### config.mk
export PLATFORM = sky130hd
export DESIGN_NAME = div_unit
export DESIGN_NICKNAME = d
export VERILOG_FILES = /design/src/rtl/div_unit.sv
export SDC_FILE = /design/constraint.sdc
export NUM_CORES = 1
export LEC_CHECK = 0
export CAP_MARGIN = 20
export CORE_ASPECT_RATIO = 0.5
export CORE_MARGIN = 8
export CORE_UTILIZATION = 61
export CTS_CLUSTER_DIAMETER = 40
export DETAILED_ROUTE_END_ITERATION = 7
export HOLD_SLACK_MARGIN = 0.03
export PLACE_DENSITY = 0.92
export SYNTH_ARGS = -nofsm -noshare
export SYNTH_HDL_FRONTEND = slang
export SYNTH_SLANG_ARGS = --single-unit
### constraint.sdc
create_clock -name clk -period 8.69 [get_ports clk]
set_input_delay 1.738 -clock clk [delete_from_list [all_inputs] [get_ports clk]]
set_output_delay 1.738 -clock clk [all_outputs]
set_load 0.05 [all_outputs]
### src/rtl/div_unit.sv
// Signed 32-bit iterative divider: one restoring-division step per clock,
// MIPS-style HI (remainder) / LO (quotient) result registers.
module div_unit #(
  parameter int DIV_STEPS = 32
) (
  input  logic        clk,
  input  logic        reset,
  input  logic [1:0]  divControl,
  input  logic [31:0] aIn,
  input  logic [31:0] bIn,
  output logic [31:0] hiOut,
  output logic [31:0] loOut,
  output logic        divBusy,
  output logic        divDone,
  output logic        div0
);

  localparam int CNT_W = $clog2(DIV_STEPS + 1);
  localparam logic [CNT_W-1:0] LAST_STEP = CNT_W'(DIV_STEPS - 1);

  localparam logic [1:0] CMD_START = 2'b01;
  localparam logic [1:0] CMD_ABORT = 2'b11;

  typedef enum logic [1:0] {
    IDLE = 2'b00,
    CALC = 2'b01,
    DONE = 2'b10
  } state_e;

  state_e           state_q;
  logic [CNT_W-1:0] cnt_q;
  logic [31:0]      rem_q;
  logic [31:0]      quo_q;
  logic [31:0]      dvsr_q;
  logic             neg_quo_q;
  logic             neg_rem_q;
  logic [31:0]      hi_q;
  logic [31:0]      lo_q;
  logic             busy_q;
  logic             done_q;
  logic             div0_q;

  logic [31:0] a_mag;
  logic [31:0] b_mag;
  logic [32:0] trial_rem;
  logic [32:0] trial_diff;
  logic        step_keep;
  logic [31:0] rem_d;
  logic [31:0] quo_d;
  logic [31:0] lo_d;
  logic [31:0] hi_d;
  logic        start_cmd;
  logic        abort_cmd;

  // NOTE: every signal in this block is assigned on every path, so no latch is inferred.
  always_comb begin
    start_cmd = (divControl == CMD_START);
    abort_cmd = (divControl == CMD_ABORT);

    // 0x80000000 maps to itself, which is exactly 2^31 read as unsigned.
    a_mag = aIn[31] ? (~aIn + 32'd1) : aIn;
    b_mag = bIn[31] ? (~bIn + 32'd1) : bIn;

    // quo_q doubles as the dividend shift register: its MSB feeds the remainder
    // while the new quotient bit enters at the LSB.
    trial_rem  = {rem_q, quo_q[31]};
    trial_diff = trial_rem - {1'b0, dvsr_q};
    step_keep  = ~trial_diff[32];
    rem_d      = step_keep ? trial_diff[31:0] : trial_rem[31:0];
    quo_d      = {quo_q[30:0], step_keep};

    lo_d = neg_quo_q ? (~quo_q + 32'd1) : quo_q;
    hi_d = neg_rem_q ? (~rem_q + 32'd1) : rem_q;
  end

  // NOTE: sequential state uses non-blocking assignments so every register
  // samples pre-edge values regardless of statement order.
  always_ff @(posedge clk or negedge reset) begin
    if (!reset) begin
      state_q   <= IDLE;
      cnt_q     <= '0;
      rem_q     <= '0;
      quo_q     <= '0;
      dvsr_q    <= '0;
      neg_quo_q <= 1'b0;
      neg_rem_q <= 1'b0;
      hi_q      <= '0;
      lo_q      <= '0;
      busy_q    <= 1'b0;
      done_q    <= 1'b0;
      div0_q    <= 1'b0;
    end else begin
      done_q <= 1'b0;
      div0_q <= 1'b0;
      busy_q <= 1'b0;

      unique case (state_q)
        IDLE: begin
          if (start_cmd) begin
            if (bIn == '0) begin
              div0_q <= 1'b1;
            end else begin
              rem_q     <= '0;
              quo_q     <= a_mag;
              dvsr_q    <= b_mag;
              neg_quo_q <= aIn[31] ^ bIn[31];
              neg_rem_q <= aIn[31];
              cnt_q     <= '0;
              state_q   <= CALC;
            end
          end
        end

        CALC: begin
          // Abort wins even on the edge that would complete the final step.
          if (abort_cmd) begin
            state_q <= IDLE;
          end else begin
            busy_q <= 1'b1;
            rem_q  <= rem_d;
            quo_q  <= quo_d;
            cnt_q  <= cnt_q + CNT_W'(1);
            if (cnt_q == LAST_STEP) begin
              state_q <= DONE;
            end
          end
        end

        DONE: begin
          if (!abort_cmd) begin
            lo_q   <= lo_d;
            hi_q   <= hi_d;
            done_q <= 1'b1;
          end
          state_q <= IDLE;
        end

        default: state_q <= IDLE;
      endcase
    end
  end

  assign hiOut   = hi_q;
  assign loOut   = lo_q;
  assign divBusy = busy_q;
  assign divDone = done_q;
  assign div0    = div0_q;

endmodule

=== Yosys cells after proc, flatten, opt, wreduce, memory -nomap -nowiden ===
Cells that the tools add are included.

* Bits in registers: 173
* Bits of input ports: 68

* Add/sub/neg operators: 6
* Equality and inequality tests: 9
* Muxes and demuxes: 28
* Bitwise gates (word level): 8
* Reduce and logical (&&, ||, !) cells: 7

{| class="wikitable"
|+ Operators with widths
! kind !! count
|-
| 2-to-1 mux 32 bit || 11
|-
| adder 32 x 1 -> 32 bit (second input constant) || 4
|-
| inverter 32 bit || 4
|-
| one-hot mux 32 bit (2 select lines) || 2
|-
| subtractor 33 x 32 -> 33 bit || 1
|-
| zero test 32 bit || 1
|-
| 2-to-1 mux 6 bit || 3
|-
| one-hot mux 6 bit (2 select lines) || 1
|-
| 2-to-1 mux 2 bit || 4
|-
| adder 6 x 1 -> 6 bit (second input constant) || 1
|-
| equality test 6 x 5 -> 1 bit (second input constant) || 1
|-
| 2-to-1 mux 1 bit || 6
|-
| != test 2 bit (second input constant) || 3
|-
| AND reduction 3 bit || 2
|-
| equality test 2 x 1 -> 1 bit (second input constant) || 2
|-
| equality test 2 bit (second input constant) || 2
|-
| one-hot mux 2 bit (2 select lines) || 1
|-
| AND reduction 4 bit || 1
|-
| != test 3 bit (second input constant) || 1
|-
| inverter 1 bit || 3
|-
| zero test 2 bit || 1
|-
| AND reduction 2 bit || 1
|-
| nonzero test 2 bit || 1
|-
| bitwise XOR 1 bit || 1
|}

=== Depth between registers and ports, before layout ===
* Depth in word-level cells: 6
* Gate-level depth with buffers: 13

=== Least setup slack after synthesis ===
No wires, ideal clock.

* Kind: input to register
* Start: input aIn[12]
* End: register quo_q[29]
* Data arrival time: 3881 ps
* Path slack: 4686 ps
* Stages: 8
* Path buffers: 0
* Cells stage by stage: or4_1 or4_4 or4_1 o41ai_2 xor2_1 nor2_1 a21oi_1 o21ai_1

* Word-level cells in the longest chain between the ends: 6

{| class="wikitable"
|+ Ends and longest elaborated chain
! what !! line !! source
|-
| start, declared || 9 || <nowiki>input logic [31:0] aIn,</nowiki>
|-
| inverter 32 bit || 61 || <nowiki>a_mag = aIn[31] ? (~aIn + 32'd1) : aIn;</nowiki>
|-
| adder 32 x 1 -> 32 bit || 61 ||
|-
| 2-to-1 mux 32 bit || 61 ||
|-
| 2-to-1 mux 32 bit || 100 || <nowiki>if (bIn == '0) begin</nowiki>
|-
| 2-to-1 mux 32 bit || 99 || <nowiki>if (start_cmd) begin</nowiki>
|-
| one-hot mux 32 bit (2 select lines) || 97 || <nowiki>unique case (state_q)</nowiki>
|-
| end signal, assigned || 104 || <nowiki>quo_q <= a_mag;</nowiki>
|-
| end signal, assigned || 121 || <nowiki>quo_q <= quo_d;</nowiki>
|-
| end, declared || 33 || <nowiki>logic [31:0] quo_q;</nowiki>
|}

No other way between the ends. The select of a mux whose other input is x is not followed.
A chain may end at the register's enable or synchronous reset.

=== Worst setup path in the final report ===
* Start: input bIn[6]
* End: register quo_q[1]

* Word-level cells in the longest chain between the ends: 3

{| class="wikitable"
|+ Ends and longest elaborated chain
! what !! line !! source
|-
| start, declared || 10 || <nowiki>input logic [31:0] bIn,</nowiki>
|-
| zero test 32 bit || 100 ||
|-
| != test 2 bit (no source line) || n/a ||
|-
| AND reduction 4 bit (no source line) || n/a ||
|}

No other way between the ends.

==> impl_metrics.py <==
metrics = {
    "outcome": {
        "status": "finished, final reports clean",
    },
    "die": {
        "rows": 35,
        "die_area_mm2": 0.0232,
        "coreArea_mm2": 0.0182,
        "die_w_um": 208,
        "die_y_um": 112,
        "start_util_pct": 61.6,
        "ios": 135,
    },
    "cts": {
        "root_buffer": "clkbuf_16",
        "cts.repair.resized": 0,
        "cts_buffers": 17,
        "cts_tree": "yes",
        "clockBufferDepth": 2,
        "cts.sinks": 173,
        "cts_setup_buffers": 0,
        "clk_pin_slew_ns": 0.08,
        "postCtsHoldBufs": 0,
        "clk_latency_ns": 0.44,
        "cts_max_level": 4,
    },
    "timing": {
        "report.final.slew_viol_count": 0,
        "period_needed_ns": 5.36,
        "fin_tns_setup_ns": 0,
        "fin_ws_ns": 3.33,
        "hold_viol": 0,
        "tightest_slew_ns": 1.10,
        "hold_slack_ns": 0.483,
        "fin_crit_sh_pct": 61.7,
        "setup_viol": 0,
        "rsz0062_at_grt": "no",
        "fmax_ghz": 0.187,
        "final.setup_skew_ns": 0.0136,
        "slew_headroom_pct": 26.6,
    },
    "placed_design": {
        "dp_slack_ns": 2.95,
        "gp_routability_congestion": 0.877,
        "dp_hpwl_um": 22400,
        "portBuffers": 134,
    },
    "synth": {
        "avgSynthCellArea_um2": 8.54,
        "synth.most_common_cell": "nand2_1",
        "ys_seq_area_share_pct": 38.7,
        "synth_top_cells_by_area": "dfrtp_1 (39%), xor2_1 (8.0%), o21ai_0 (7.4%), nand2_1 (6.5%), ha_1 (4.1%)",
        "synthCells": 1312,
        "synth-async-reset-ratio_pct": 100,
        "synth_top_area_share_pct": 38.7,
        "synth_top_area_cell": "dfrtp_1",
        "netlist-cell-type-count": 70,
        "syn_nets": 1418,
        "synth_area_mm2": 0.0112,
        "synthFlopType": "dfrtp_1",
        "ys_ff_latch": 173,
        "yosys_warnings": 0,
        "synth_common_cells": "nand2_1 (195), dfrtp_1 (173), o21ai_0 (166)",
        "synth_edf_count": 0,
    },
    "flow_run": {
        "max_cap_violations": 0,
    },
    "critical_path": {
        "cp.required_ns": 8.99,
        "critPathKind": "primary input to flip-flop",
        "r2r_cells": 12,
        "cp.arrival_ns": 5.65,
        "crit_fanout": 61,
        "critPathCaptureType": "flip-flop",
        "r2r_setup_slack_ns": 4.04,
        "rr_endpoint": "rem_q[30]",
        "r2r_start": "quo_q[31]",
        "start_kind": "primary input",
    },
    "detailed_routing": {
        "drtAntennaViolNets": 0,
        "drc_errors": 0,
        "vias_per_cell": 6.24,
        "drt_iter0_markers": 1006,
        "first_pass_iters": 6,
        "wirelength_um": 31100,
        "vias": 10400,
        "wl_per_cell_um": 18.7,
    },
    "grt": {
        "grt_max_degree": 94,
        "grt.total_usage_pct": 26.1,
        "antenna_found_initial": 0,
        "grt_pass1_wl_um": 50800,
        "grt_pass1_vias": 10200,
        "grt_overflow": 0,
    },
    "worst_hold_path": {
        "hold_end": "loOut[16]",
        "hold_depth": 2,
        "hp-class": "flip-flop to flip-flop",
        "hp-start": "loOut[16]",
    },
    "layout": {
        "layout.nets": 1515,
        "postLayoutCoreUtil_pct": 73.2,
        "drive_above_1_share_pct": 4.99,
        "antenna-diode-count": 0,
        "area_growth_pct": 18.8,
    },
    "power": {
        "p_per_area_mw_per_mm2": 285,
        "p_total_mw": 3.80,
        "leakage_nw": 5.76,
        "vdd_drop_max_v": 0.000201,
    },
}
==> layout by cell type (no fill, tap or decap), types with 5 or more instances in the layout <==
master / instances
nor2_1: 68
o211ai_1: 5
nand2_1: 195
o21a_1: 7
o31ai_1: 32
xor2_1: 102
or3_1: 12
clkbuf_16: 17
inv_6: 7
and3_1: 21
a21o_1: 10
o41ai_1: 17
a221o_1: 28
nor4_1: 10
nand4_1: 14
nand3_1: 21
nand2b_1: 14
ha_1: 37
mux2i_1: 5
o21ai_1: 25
nor3_1: 13
inv_1: 52
xnor2_1: 43
o21ai_0: 166
o21bai_1: 5
dfrtp_1: 173
buf_4: 8
a21oi_1: 77
nor2b_1: 7
or4_1: 18
and2_1: 5
clkdlybuf4s50_1: 133
==> through the flow <==
step | std cells | area, um2
3_5_place_dp | 1627 | 12700
5_1_grt | 1662 | 13300
4_1_cts | 1659 | 13200
2_1_floorplan | 1312 | 11200
3_3_place_gp | 1626 | 12600
6_report | 1662 | 13300
==> layer usage <==
metal  part of all wire [%]  GRT usage (%)  vias to the layer above
li1                       -              -                     4890
met1                     41           32.5                     4996
met2                     49           45.0                      412
met3                    6.8           4.96                       79
met4                    2.8           9.69                        0
met5                      0              0                        -
==> state kept, by name (all words and copies together), names as in the netlist <==
signal / flops
dvsr_q: 32
hiOut: 32
loOut: 32
quo_q: 32
rem_q: 32
cnt_q: 6
state_q: 2
div0: 1
divBusy: 1
divDone: 1
neg_quo_q: 1
neg_rem_q: 1
==> worst max-delay path, stage by stage <==
cell	delay, ns
clkdlybuf4s50_1	0.46
or4_1	0.63
nor4_2	0.39
nand4_1	0.28
nand2b_1	0.29
nor3_1	0.25
or2_1	0.14
buf_4	0.50
nand2_1	0.59
o211ai_1	0.28
o21ai_1	0.09
==> power breakdown <==
| part | internal (mW) | leakage (nW) | switching [mW] |
|---|---|---|---|
| sequential | 0.977 | 2.27 | 0.291 |
| clock | 0.415 | 0.290 | 0.361 |
| combinational | 0.737 | 3.20 | 1.02 |
==> logic make-up after synthesis <==
kind of cell	count (synthesis)	share of synthesized area, %
simple gates	426	18.6
compound gates	402	22.3
flops	173	38.7
xor+xnor	145	11.3
buf+inv	122	4.29
fa+ha+maj	38	4.31
mux	6	0.547
==> worst max path at each step <==
| stage | start | endpoint | slack [ns] | cells past startpoint |
|---|---|---|---|---|
| 3_5_place_dp | bIn[6] | quo_q[1] | 2.95 | 11 |
| 4_1_cts | bIn[6] | quo_q[1] | 3.37 | 11 |
| 6_report | bIn[6] | quo_q[1] | 3.33 | 11 |
| 2_1_floorplan | aIn[12] | quo_q[29] | 4.69 | 8 |
| 5_1_grt | bIn[5] | quo_q[1] | 3.10 | 11 |
| 3_3_place_gp | bIn[5] | quo_q[1] | 3.23 | 11 |
==> final cells by class <==
| cell class | count | area, um2 |
|---|---|---|
| Timing Repair Buffer | 146 | 1500 |
| Fill cell | 1293 | 4870 |
| Inverter | 54 | 203 |
| Clock inverter | 13 | 139 |
| Clock buffer | 19 | 443 |
| Multi-Input combinational cell | 1017 | 6400 |
| Tap cell | 240 | 300 |
| Sequential cell | 173 | 4330 |
No activity file was read; power rests on OpenSTA's default activity.
==> RTL edit, RTL diff (config.mk and constraints unchanged) <==
One comparison of `cnt_q` changes from == to >=.
--- a/src/rtl/div_unit.sv
+++ b/src/rtl/div_unit.sv
@@ -120,7 +120,7 @@
             rem_q  <= rem_d;
             quo_q  <= quo_d;
             cnt_q  <= cnt_q + CNT_W'(1);
-            if (cnt_q == LAST_STEP) begin
+            if (cnt_q >= LAST_STEP) begin
               state_q <= DONE;
             end
           end
Check against the original RTL: no difference found for any inputs over 4 cycles, from zero or initial values and one cycle with reset low; that may be too few to reach the edited logic, so the function may still have changed.
==> RTL edit against the unedited design <==
  * Routed wire length fell by 4.0%
  * Final cell count up 0.72%
  * Global-route usage down 1.3 points
  * Cell area rose by 1.1%
  * Synthesized area up 1.6%
  * Setup slack better by 480 ps
  * Sequential cell count unchanged
  * Power is 9.2% lower
  * Critical path type unchanged
  * Critical endpoint is now state_q[0]$_DFFE_PN0P_
  * Highest routed layer unchanged
==> RTL edit: results (changes against the unedited design) <==
| Metric | Value |
|---|---|
| Sw Ratio | 0.421 (-0.0183) |
| Syn nets | 1,433 (+1.1%) |
| Largest net degree at the start of global routing | 102 (+8.5%) |
| Beginning of the critical path | bIn[8] |
| Fin nets | 1,526 (+0.73%) |
| Routed WL per cell | 17.9 µm (-4.7%) |
| Outcome | completed |
| Clock net power | 760 µW (-2%) |
| RR Startpoint | dvsr_q[0]$_DFFE_PN0P_ |
| Critical path peak fanout | 65 (+6.6%) |
| Area post-placement | 12,800 µm² (+1.1%) |
| CP peak stage delay | 560 ps (-70 ps) |
| Iteration-0 DRC Markers | 904 (-10%) |
| Worst-Margin Slew | 1030 ps (-70.3 ps) |
| Adder-Cell Fraction of Synth Area | 0.0424 (-0.000692) |
| CP arrival | 5190 ps (-460 ps) |
| Global-route wire length before repair | 48.9 mm (-3.6%) |
| Maximum vdd drop | 162 µV (-19%) |
| Max power group | combinational logic |
| Worst hold slack | 483 ps (-0.542 ps) |
| Post-synth top cells | nand2_1 (180), dfrtp_1 (173), o21ai_0 (170) |
| Fillers | 1,306 (+1.0%) |
| Hold path endpoint | loOut[7]$_DFFE_PN0P_ |
| Placer congestion estimate | 0.913 (+4.1%) |
| Post-synthesis sequential area ratio | 0.380 (-0.00620) |
| Pre-CTS setup slack | 3280 ps (+322 ps) |
| Share of cells above drive strength 1 | 0.0572 (+0.00729) |
| Final setup margin | 3810 ps (+479 ps) |
| Synth area leaders | dfrtp_1 (38%), xor2_1 (8.3%), o21ai_0 (7.5%) |
| Via count | 10,103 (-2.6%) |
| Post-Synth XOR/XNOR Area | 0.115 (+0.00126) |
| Initial antenna violation count | 1 (+1) |
| WL final | 29.9 mm (-4.0%) |
| FF-to-FF setup slack | 4650 ps (+610 ps) |
| Clk pwr share | 0.220 (+0.016) |
| Reg-to-reg endpoint | rem_q[27]$_DFFE_PN0P_ |
| CP max stage cell | or4_1 |
| Placed Cells | 1,638 (+0.68%) |
| Sequential power share | 0.340 (+0.006) |
| Post-synthesis cell count | 1,327 (+1.1%) |
| Clk_skew | 12.6 ps (-0.989 ps) |
| Post-synthesis mux area share | 0.0291 (+0.0237) |
| Worst hold start | loOut[7]$_DFFE_PN0P_ |
| Compound-Gate Fraction of Synth Area | 0.203 (-0.0194) |
| Vias in the first global route | 9,841 (-3.6%) |
| Static leakage power | 0.00608 µW (+5.6%) |
| DRT Pass-1 Iters | 5 (-1) |
| GRT Total Usage | 0.248 (-0.0134) |
| HPWL Detailed | 21.8 mm (-2.7%) |
| Distinct cells, synth | 75 (+7.1%) |
| Crit path to | state_q[0]$_DFFE_PN0P_ |
-- RTL edit: changes by cell type after synthesis, sizes merged, moves of 8 or more --
cell and change:
nand3 +21, and3 -17, nand2 -15, a221o -28, a21oi -8, mux2i +27
a21o +9
-- RTL edit: layout make-up --
class / count / area, µm² / share of cell area
multi-input combinational: 1029 / 6550 / 0.487
clock inverter: 14 / 153 / 0.0113
inverter: 52 / 195 / 0.0145
sequential: 173 / 4330 / 0.322
antenna: 1 / 2.50 / 0.000186
tap: 240 / 300 / 0.0223
timing repair buffer: 147 / 1490 / 0.110
clock buffer: 18 / 439 / 0.0326
-- RTL edit: routing by layer --
metal / track usage / wire length (µm) / vias to the layer above
li1: - / - / 4856
met1: 0.327 / 12900 / 4795
met2: 0.415 / 14300 / 416
met3: 0.0465 / 2310 / 36
met4: 0.0691 / 362 / 0
met5: 0 / 0 / -
